File: src/rtl/dsm_sample_scheduler.sv
// dsm_sample_scheduler
// Paces a bursty valid/ready sample stream into the 20-bit signed vin input
// of dsm_top. Samples are buffered in a small FIFO and one is released every
// 2**OSR_LOG2 clocks. The modulator's active-high reset is held until the
// stream is primed. Underrun is flagged (pulse and sticky) and vin holds.
//
// Optional feature: define DSM_INTERP_EN for linear interpolation between
// consecutive samples instead of zero-order hold (needs two samples to prime).
//
// Ports:
//   clock           system clock, shared with dsm_top
//   reset           asynchronous, active-low
//   enable          1 = stream runs, 0 = flush FIFO and park in IDLE
//   s_data/s_valid  producer sample and its valid
//   s_ready         producer ready (push when s_valid && s_ready)
//   clear_err       clears underrun_sticky
//   vin             registered sample to dsm_top.vin
//   dsm_reset       active-high reset to dsm_top.reset
//   sample_strobe   1-clock pulse when a sample is popped from the FIFO
//   underrun        1-clock pulse when a pop is due and the FIFO is empty
//   underrun_sticky set by underrun, cleared by clear_err or reset
//   fifo_level      number of FIFO entries
module dsm_sample_scheduler #(
    parameter int unsigned DW       = 20,
    parameter int unsigned OSR_LOG2 = 6,
    parameter int unsigned DEPTH    = 4
) (
    input  logic                       clock,
    input  logic                       reset,
    input  logic                       enable,
    input  logic signed [DW-1:0]       s_data,
    input  logic                       s_valid,
    output logic                       s_ready,
    input  logic                       clear_err,
    output logic signed [DW-1:0]       vin,
    output logic                       dsm_reset,
    output logic                       sample_strobe,
    output logic                       underrun,
    output logic                       underrun_sticky,
    output logic [$clog2(DEPTH):0]     fifo_level
);

    localparam int unsigned AW  = $clog2(DEPTH);
    localparam int unsigned LW  = AW + 1;
    localparam int unsigned ACW = DW + OSR_LOG2 + 1;
    localparam logic [OSR_LOG2-1:0] PHASE_LAST = '1;
`ifdef DSM_INTERP_EN
    localparam logic [LW-1:0] NEED = LW'(2);
`else
    localparam logic [LW-1:0] NEED = LW'(1);
`endif

    typedef enum logic [1:0] {StIdle, StPrime, StRun, StUnder} state_e;

    state_e                state_q, state_d;
    logic [OSR_LOG2-1:0]   phase_q, phase_d;
    logic [DW-1:0]         mem [DEPTH];
    logic [AW-1:0]         wr_ptr_q, rd_ptr_q;
    logic [LW-1:0]         level_q, level_d;
    logic signed [DW-1:0]  vin_q, vin_d;
    logic                  sticky_q, sticky_d;

    logic full, empty, ready_int, push, pop, under, flush;
    logic signed [DW-1:0]  head;

    assign full      = (level_q == LW'(DEPTH));
    assign empty     = (level_q == '0);
    assign ready_int = (state_q != StIdle) && !full;
    // While reset is asserted the producer sees ready, as the reset state
    // of s_ready is 1; once released, IDLE keeps it low.
    assign s_ready   = !reset || ready_int;
    assign push      = s_valid && ready_int;
    assign head      = mem[rd_ptr_q];
    assign flush     = !enable || (state_q == StIdle);

    // Sequencing FSM
    always_comb begin
        state_d = state_q;
        phase_d = phase_q;
        pop     = 1'b0;
        under   = 1'b0;
        unique case (state_q)
            StIdle: begin
                if (enable) state_d = StPrime;
            end
            StPrime, StUnder: begin
                if (level_q >= NEED) begin
                    pop     = 1'b1;
                    phase_d = '0;
                    state_d = StRun;
                end
            end
            StRun: begin
                phase_d = phase_q + OSR_LOG2'(1);
                if (phase_q == PHASE_LAST) begin
                    if (!empty) begin
                        pop = 1'b1;
                    end else begin
                        under   = 1'b1;
                        state_d = StUnder;
                    end
                end
            end
            default: state_d = StIdle;
        endcase
        // Disable overrides everything, including pulses due this cycle.
        if (!enable) begin
            state_d = StIdle;
            phase_d = '0;
            pop     = 1'b0;
            under   = 1'b0;
        end
    end

    assign sample_strobe = pop;
    assign underrun      = under;

    always_comb begin
        level_d = level_q;
        unique case ({push, pop})
            2'b10:   level_d = level_q + LW'(1);
            2'b01:   level_d = level_q - LW'(1);
            default: level_d = level_q;
        endcase
        if (flush) level_d = '0;
    end

    always_comb begin
        sticky_d = sticky_q;
        if (clear_err) sticky_d = 1'b0;
        if (under)     sticky_d = 1'b1;
    end

`ifdef DSM_INTERP_EN
    logic signed [ACW-1:0] acc_q, acc_d, acc_shift;
    logic signed [DW:0]    step_q, step_d;
    logic [AW-1:0]         rd_next;
    logic signed [DW-1:0]  next_sample;
    logic                  next_avail;

    assign rd_next = rd_ptr_q + AW'(1);

    // The sample following the popped one: the second FIFO entry, or the
    // word being pushed this cycle when only one entry is stored.
    always_comb begin
        next_sample = mem[rd_next];
        next_avail  = 1'b0;
        if (level_q >= LW'(2)) begin
            next_avail = 1'b1;
        end else if (push) begin
            next_sample = s_data;
            next_avail  = 1'b1;
        end
    end

    always_comb begin
        acc_d     = acc_q;
        step_d    = step_q;
        vin_d     = vin_q;
        acc_shift = '0;
        if (flush) begin
            acc_d  = '0;
            step_d = '0;
            vin_d  = '0;
        end else if (pop) begin
            acc_d  = $signed({{(ACW-DW){head[DW-1]}}, head}) <<< OSR_LOG2;
            step_d = next_avail ? ($signed({next_sample[DW-1], next_sample})
                                   - $signed({head[DW-1], head})) : '0;
            vin_d  = head;
        end else if (under) begin
            step_d = '0;
        end else if (state_q == StRun) begin
            acc_d     = acc_q + $signed({{(ACW-DW-1){step_q[DW]}}, step_q});
            acc_shift = acc_d >>> OSR_LOG2;
            vin_d     = acc_shift[DW-1:0];
        end
    end

    always_ff @(posedge clock or negedge reset) begin
        if (!reset) begin
            acc_q  <= '0;
            step_q <= '0;
        end else begin
            acc_q  <= acc_d;
            step_q <= step_d;
        end
    end
`else
    // Zero-order hold: vin is the popped sample for the whole period.
    always_comb begin
        vin_d = vin_q;
        if (flush)    vin_d = '0;
        else if (pop) vin_d = head;
    end
`endif

    always_ff @(posedge clock) begin
        if (push) mem[wr_ptr_q] <= s_data;
    end

    always_ff @(posedge clock or negedge reset) begin
        if (!reset) begin
            state_q  <= StIdle;
            phase_q  <= '0;
            wr_ptr_q <= '0;
            rd_ptr_q <= '0;
            level_q  <= '0;
            vin_q    <= '0;
            sticky_q <= 1'b0;
        end else begin
            state_q  <= state_d;
            phase_q  <= phase_d;
            level_q  <= level_d;
            vin_q    <= vin_d;
            sticky_q <= sticky_d;
            if (flush) begin
                wr_ptr_q <= '0;
                rd_ptr_q <= '0;
            end else begin
                if (push) wr_ptr_q <= wr_ptr_q + AW'(1);
                if (pop)  rd_ptr_q <= rd_ptr_q + AW'(1);
            end
        end
    end

    assign vin             = vin_q;
    assign dsm_reset       = !((state_q == StRun) || (state_q == StUnder));
    assign underrun_sticky = sticky_q;
    assign fifo_level      = level_q;

endmodule

File: config.mk
export PLATFORM = sky130hd
export DESIGN_NAME = dsm_sample_scheduler
export DESIGN_NICKNAME = d
export VERILOG_FILES = /design/src/rtl/dsm_sample_scheduler.sv
export SDC_FILE = /design/constraint.sdc
export NUM_CORES = 1
export LEC_CHECK = 0
export CORE_MARGIN = 2
export CORE_UTILIZATION = 67
export DETAILED_ROUTE_END_ITERATION = 10
export DONT_BUFFER_PORTS = 1
export GPL_ROUTABILITY_DRIVEN = 0
export GPL_TIMING_DRIVEN = 0
export PLACE_DENSITY_LB_ADDON = 0.3
export SKIP_LAST_GASP = 1
export SYNTH_ARGS = -nofsm -noshare
export SYNTH_HDL_FRONTEND = slang
export SYNTH_SLANG_ARGS = --single-unit
File: constraint.sdc
create_clock -name clock -period 4.01 [get_ports clock]
set_clock_uncertainty 0.15 [all_clocks]
set_input_delay 0.802 -clock clock [delete_from_list [all_inputs] [get_ports clock]]
set_output_delay 0.802 -clock clock [all_outputs]
set_load 0.02 [all_outputs]
## Yosys cells after proc, flatten, opt, wreduce, memory -nomap -nowiden

Memories as Yosys holds them, arrays and structs flattened.
Index checks and enable logic that the tools add are counted.
W data, S select, Z words.

- Register bits: 36
- RAM bits: 80
- Input port bits: 25
- Logic and storage cells: 73
- Memories: 1

Memories:

| memory | words | bits a word | rd ports | clocked after Yosys merged registers in | wr ports | RTL line | source |
|---|---|---|---|---|---|---|---|
| mem | 4 | 20 | 1 | 0 | 1 | 57 | `logic [DW-1:0] mem [DEPTH];` |

- Add/sub/neg operators: 5
- $lt $le $gt $ge: 1
- Equal/unequal tests: 11
- Muxes and demuxes: 29
- Reductions and logical operators: 19

Operators with widths:

| kind | count |
|---|---|
| $mux W20 | 2 |
| $mux W2 | 8 |
| $mux W1 | 12 |
| $mux W6 | 2 |
| $pmux W6 S2 | 1 |
| $ne A3 B3 Y1 const B | 3 |
| $reduce_bool A2 Y1 | 4 |
| $add A6 B1 Y6 const B | 1 |
| $eq A2 B2 Y1 const B | 3 |
| $eq A6 B6 Y1 const B | 1 |
| $pmux W2 S3 | 1 |
| $pmux W3 S2 | 1 |
| $add A2 B1 Y2 const B | 2 |
| $eq A2 B1 Y1 const B | 2 |
| $logic_not A1 Y1 | 4 |
| $add A3 B1 Y3 const B | 1 |
| $eq A3 B3 Y1 const B | 1 |
| $ge A3 B1 Y1 const B | 1 |
| $logic_not A3 Y1 | 1 |
| $logic_or A1 B1 Y1 | 3 |
| $mux W3 | 1 |
| $ne A3 B1 Y1 const B | 1 |
| $reduce_and A3 Y1 | 1 |
| $reduce_bool A3 Y1 | 1 |
| other kinds (6) | 7 |

## Longest topological paths before layout

Gate-level depths: netlist (run 1).

- Word-level depth: 8
- Mapped depth: 9
- Depth with buffers taken out: 7

## Worst setup path before layout (run 1)

Ideal clock, no wire load.

- Path kind: register to output
- From: register level_q[0], in the netlist fifo_level[0]
- To: output port sample_strobe
- Data arrival time: 1,823 ps
- Required time: 3,058 ps
- Slack: 1,235 ps
- Stages on the path, launching flop included: 8
- Path through: dfrtp_1 -> inv_1 -> ha_1 -> nor2b_1 -> or4_4 -> nand2_2 -> buf_6 -> buf_2

- Word-level cells in the longest chain between the ends: 5
- Elaborated cells on any way between the ends: 7

Ends and longest elaborated chain:

| what | RTL line | source |
|---|---|---|
| start, declared | 59 | `logic [LW-1:0] level_q, level_d;` |
| start signal, assigned | 213 | `level_q <= level_d;` |
| branches (longest 3 deep; another with $ge A3 B1 Y1) | n/a |  |
| $pmux W1 S2 * | 82 | `unique case (state_q)` |
| $mux W1 * | 107 | `if (!enable) begin` |
| end, declared | 37 | `output logic sample_strobe,` |

Mark *: on every way between the ends.

## Worst setup path in the final report (run 1)

- From: register level_q[1], in the netlist fifo_level[1]
- To: output port sample_strobe

The elaborated chain is that of the path after synthesis.

==> out/qor.csv, run 1 <==
metric;value;unit
outcome;finished clean;
synth_edf_count;80;
r2r_end;mem[2][10]$_DFFE_PP_;
die-area;0.007627;mm^2
path_clk_slew;0.06;ns
cts_buffer_depth;2;
final_cell_mix;80 x edfxtp_1, 52 x nand2_1, 36 x dfrtp_1, 28 x o21ai_0, 20 x mux4_2;
syn_nets;331;
startpoint_type;flop;
die_x;87.34;um
cap_violations;0;
end_kind;primary output;
required;3.06;ns
ys_ff_latch;116;
crit_start;fifo_level[1]$_DFFE_PN0P_;
antenna_cells;0;
switchingPower;0.7623;mW
ys_seq_area_frac;0.7099;
path_buf_inv;3;
critPathTopFamily;simple AND/OR/NAND/NOR gates;
ioPinCount;53;
postLayoutCellArea;0.005418;mm^2
dpl_cell_area;0.004753;mm^2
htree_num_levels;4;
synthFlopType;edfxtp_1;
crit_chain;inv_1 > ha_1 > nor2b_1 > or4_4 > nand2_2 > buf_6 > buf_2;
fin_setup_tns;0;ns
antenna_found_initial;0;
max_freq;283.5;MHz
initial_utilization;0.6887;
hold_viol_final;0;
path_max_fanout;10;
grtUsageTotal;0.2765;
grt_max_degree;37;
drc;0;
ir_drop;471.1;uV
core;0.006756;mm^2
r2r-start;fifo_level[1]$_DFFE_PN0P_;
p_int;2.517;mW
cp.depth;7;
synth_warnings;0;
endpoint;sample_strobe;
r2r_setup_slack;1.17;ns
syn_area;0.004653;mm^2
setup_violations;0;
cp_slowest_cell;dfrtp_1;
critPathArrivalTime;2.57;ns
port_buffers;0;
drt_iter0_markers;221;
rsz0062_at_grt;no;
drv_slew;0;
num_rows;30;
synth_cell_types;40;
die_h;87.34;um
p_leak;1.990;nW
viasPerCell;6.523;
cts_made_buffers;17;
fin_util;0.8019;
first_pass_iters;5;
drive_above_1_share;0.1964;
yosysTopAreaCell;edfxtp_1;
area_delta_synth_final;16.43;%
synthTopCellsByArea;edfxtp_1 52%, dfrtp_1 19%, mux4_2 9.7%;
ant_nets;0;
final_common_cell;edfxtp_1;
wl_per_cell;23.15;um
switching_share;0.2325;
clock_sinks;116;
cts_tree;built;
worstSetupPathType;reg2out;
max_slew_margin;0.2578;
async_flop_share;0.3103;
num_vias;2681;
layout_min_cycle_time;3.527;ns
fin_crit_sh;0.8795;
power.total;3.279;mW
drt_wl_total;9.516;mm
synth_top_area_frac;0.5163;
nets;352;
fillers;336;
cts_root_buf;clkbuf_8;
grt_pass1_wl;14.57;mm
grt_pass1_vias;2767;
synthCells;297;
rr_worst_depth;4;
dpl.hpwl;5.408;mm
avgSynthCellArea;15.67;um^2
p_clk_frac;0.487;
overflow;0;
power_frac_comb;0.079;
worst_pin_slew;1.113;ns
min_path_type;in2reg;
clock_latency;0.52;ns
powerDensity;605.2;mW/mm^2
slowest_delay;0.52;ns
seq_power_share;0.434;
-- logic make-up after synthesis --
group	after synthesis	share of synthesized area
adders and majority gates	10	0.02662
and+or+nand+nor	83	0.08336
buffers and inverters	21	0.02097
DFF	116	0.7099
muxes	22	0.1014
AOI/OAI and AO/OA	41	0.05028
xor gates and xnor gates	4	0.007530
-- state kept, by name, summed over array words and instances, names as in the netlist --
name / count
rd_ptr_q: 2
underrun_sticky: 1
vin: 20
wr_ptr_q: 2
fifo_level: 3
phase_q: 6
state_q: 2
mem: 80
-- stage by stage --
step	setup slack, ns	hold slack [ns]	std cells
finish	0.4832	0.2258	411
CTS	0.4662	0.2105	411
global route	0.3641	0.2031	411
floorplan	1.235	0.3014	297
detailed placement	1.040	0.3467	377
global placement	1.049	0.3302	377
-- worst min path at each step --
| stage | start | endpoint | cells past startpoint |
|---|---|---|---|
| 2_1_floorplan | phase_q[5]$_DFFE_PN0P_ | phase_q[5]$_DFFE_PN0P_ | 1 |
| 3_3_place_gp | phase_q[5]$_DFFE_PN0P_ | phase_q[5]$_DFFE_PN0P_ | 1 |
| 5_1_grt | s_data[5] | mem[0][5]$_DFFE_PP_ | 0 |
| 3_5_place_dp | phase_q[5]$_DFFE_PN0P_ | phase_q[5]$_DFFE_PN0P_ | 1 |
| 6_report | s_data[5] | mem[0][5]$_DFFE_PP_ | 0 |
| 4_1_cts | s_data[9] | mem[3][9]$_DFFE_PP_ | 0 |
-- power groups by stage --
stage / registers (mW) / logic, mW / clock network, mW
floorplan: 1.43 / 0.193 / 0
global route: 1.43 / 0.285 / 1.66
CTS: 1.42 / 0.262 / 1.60
finish: 1.42 / 0.260 / 1.60
global placement: 1.44 / 0.235 / 0
detailed placement: 1.44 / 0.242 / 0
-- what timing repair did --
| action | CTS | global route |
|---|---|---|
| hold endpoints to repair | 36 | 0 |
| setup buffers | 0 | 0 |
| endpoints found under the setup margin | 0 | 0 |
| hold buffers | 2 | 0 |
| resized for setup | 0 | 0 |
-- synth_stat cells, drive strengths merged (2+ instances only) --
| library cell | instances |
|---|---|
| edfxtp | 80 |
| nand2 | 53 |
| dfrtp | 36 |
| o21ai | 29 |
| mux4 | 20 |
| nor2 | 11 |
| ha | 9 |
| inv | 8 |
| buf | 7 |
| clkbuf | 6 |
| and3 | 5 |
| a21oi | 4 |
| nor3 | 3 |
| xnor2 | 3 |
| nand3 | 2 |
| or4 | 2 |
-- routing by layer --
metal  track usage  wire length [um]  share of wire  vias up
met5             0                 0              0        -
met4        0.1357               305          0.032        0
met2        0.4298              4831           0.51      148
met1        0.3402              3587           0.38     1351
li1              -                 -              -     1153
met3        0.1109               792          0.083       29
-- area by class of cell --
cell class,count,area (um^2),share of cell area
Buffer,13,67.56,0.01247
Multi-Input combinational cell,160,1252,0.2312
Tap cell,80,100.1,0.01848
Clock buffer,21,459.2,0.08476
Clock inverter,11,175.2,0.03233
Timing Repair Buffer,2,30.03,0.005543
Sequential cell,116,3303,0.6097
Inverter,8,30.03,0.005543
-- worst register-to-register path: cells and delay by family (launching register included) --
family	cells	cell delay [ns]
AND/OR/NAND/NOR	1	0.98
flip-flops	1	0.52
adder cells (fa/ha/maj)	1	0.22
AO/OA/AOI/OAI	1	0.40
buffers and inverters	1	0.17
No activity file was read; power rests on OpenSTA's default activity.
==> run 2: changes to the inputs <==
Settings changed: SLEW_MARGIN set to 5.
==> results of run 2 <==
Final layout, timing and power as in run 1 (identical DEF).
==> run 3: changes to the inputs <==
Settings changed: SETUP_SLACK_MARGIN set to 0.4, SLEW_MARGIN 5 to unset.
==> out/qor.csv, run 3 (synthesis gave the netlist of run 1 again) <==
metric;value;unit
cts_setup_buffers;0;
cts_root_buf;clkbuf_8;
drt_wl_total;9.516;mm
worstSetupPathType;reg2out;
power.total;3.280;mW
die_h;87.34;um
overflow;0;
seq_power_share;0.434;
drv_slew;0;
rsz0062_at_grt;no;
switchingPower;0.7623;mW
whs_path_depth;0;
grt_max_degree;37;
met3_usage;0.1109;
grt_pass1_wl;14.57;mm
startpoint_type;flop;
r2r_setup_slack;1.28;ns
area_delta_synth_final;16.48;%
drc;0;
final_cell_mix;80 x edfxtp_1, 52 x nand2_1, 34 x dfrtp_1, 28 x o21ai_0, 20 x mux4_2;
final_common_cell;edfxtp_1;
critPathTopFamily;simple AND/OR/NAND/NOR gates;
antenna_cells;0;
worst_pin_slew;1.113;ns
grtUsageTotal;0.2765;
dpl.hpwl;5.408;mm
cp_slowest_cell;dfrtp_2;
viasPerCell;6.523;
grt_pass1_vias;2767;
cts_buffer_depth;2;
antenna_found_initial;0;
die_x;87.34;um
max_flop_register;mem;
rr_worst_depth;4;
clock_latency;0.52;ns
cts_made_buffers;17;
ioPinCount;53;
slowest_delay;0.46;ns
r2r-start;fifo_level[1]$_DFFE_PN0P_;
core;0.006756;mm^2
path_buf_inv;3;
max_freq;292.8;MHz
path_clk_slew;0.06;ns
end_kind;primary output;
crit_chain;inv_1 > ha_1 > nor2b_1 > or4_4 > nand2_2 > buf_6 > buf_2;
die-area;0.007627;mm^2
r2r_end;mem[2][10]$_DFFE_PP_;
ir_drop;471.1;uV
num_vias;2681;
p_int;2.517;mW
ant_nets;0;
cap_violations;0;
met1_usage;0.3402;
switching_share;0.2324;
met2_usage;0.4298;
max_slew_margin;0.2578;
cts_tree;built;
clock_sinks;116;
power_frac_comb;0.079;
whs;0.2258;ns
nets;352;
grt_busiest_layer;met2;
drt_iter0_markers;221;
setup_violations;0;
min_path_type;in2reg;
first_pass_iters;5;
port_buffers;0;
initial_utilization;0.6887;
htree_num_levels;4;
p_clk_frac;0.487;
drive_above_1_share;0.2024;
hold_viol_final;0;
holdPathEnd;mem[0][5]$_DFFE_PP_;
p_leak;1.986;nW
outcome;finished clean;
num_rows;30;
critPathArrivalTime;2.46;ns
layout_min_cycle_time;3.415;ns
powerDensity;605.1;mW/mm^2
hold_start;s_data[5];
fin_setup_tns;0;ns
fin_crit_sh;0.8516;
wl_per_cell;23.15;um
required;3.06;ns
largest_reg_flops;80;
path_max_fanout;10;
## run 3: per-layer routing
metal / up-vias / routed length (um) / share of wire
li1: 1153 / - / -
met1: 1351 / 3587 / 0.38
met2: 148 / 4831 / 0.51
met3: 29 / 792 / 0.083
met4: 0 / 305 / 0.032
met5: - / 0 / 0
## run 3: area by class of cell
| cell class | instances | area (um^2) |
|---|---|---|
| plain buffers | 13 | 67.56 |
| clock buffers | 21 | 459.2 |
| clock inverters | 11 | 175.2 |
| fillers | 334 | 1336 |
| inverters | 8 | 30.03 |
| multi-input cells | 160 | 1252 |
| flip-flops and latches | 116 | 3306 |
| well taps | 80 | 100.1 |
| repair buffers | 2 | 30.03 |
## run 3: through the flow
step / setup WS, ns / area (um^2) / util / std cells
after floorplan: 1.235 / 4653 / - / 297
after global placement: 1.049 / 4753 / 0.7035 / 377
after detailed placement: 1.040 / 4753 / 0.7035 / 377
after CTS: 0.4662 / 5418 / 0.8019 / 411
after global routing: 0.4892 / 5420 / 0.8022 / 411
final: 0.5952 / 5420 / 0.8022 / 411
## run 3: worst register-to-register path, stage by stage, from the launching register on
cell,delay [ns]
dfrtp_2,0.46
inv_1,0.13
ha_1,0.21
a2bb2oi_1,0.40
and3_1,0.98
## run 3: what timing repair did
action / CTS / global route
endpoints found under the hold margin: 36 / 0
endpoints found under the setup margin: 0 / 1
resized for setup: 0 / 2
hold buffers: 2 / 0
## run 3: how the worst max path moves through the flow
stage / start / endpoint / slack [ns] / cells after the start
after floorplan: fifo_level[0]$_DFFE_PN0P_ / sample_strobe / 1.23 / 7
after global placement: fifo_level[0]$_DFFE_PN0P_ / sample_strobe / 1.05 / 7
after detailed placement: fifo_level[1]$_DFFE_PN0P_ / sample_strobe / 1.04 / 7
after CTS: fifo_level[1]$_DFFE_PN0P_ / sample_strobe / 0.47 / 7
after global routing: fifo_level[1]$_DFFE_PN0P_ / sample_strobe / 0.49 / 7
final: fifo_level[1]$_DFFE_PN0P_ / sample_strobe / 0.60 / 7
## run 3: power groups by stage
stage          Sequential (mW)  Clock, mW  Combinational [mW]
2_1_floorplan             1.43          0               0.193
3_3_place_gp              1.44          0               0.235
3_5_place_dp              1.44          0               0.242
4_1_cts                   1.42       1.60               0.262
5_1_grt                   1.43       1.66               0.285
6_report                  1.42       1.60               0.260
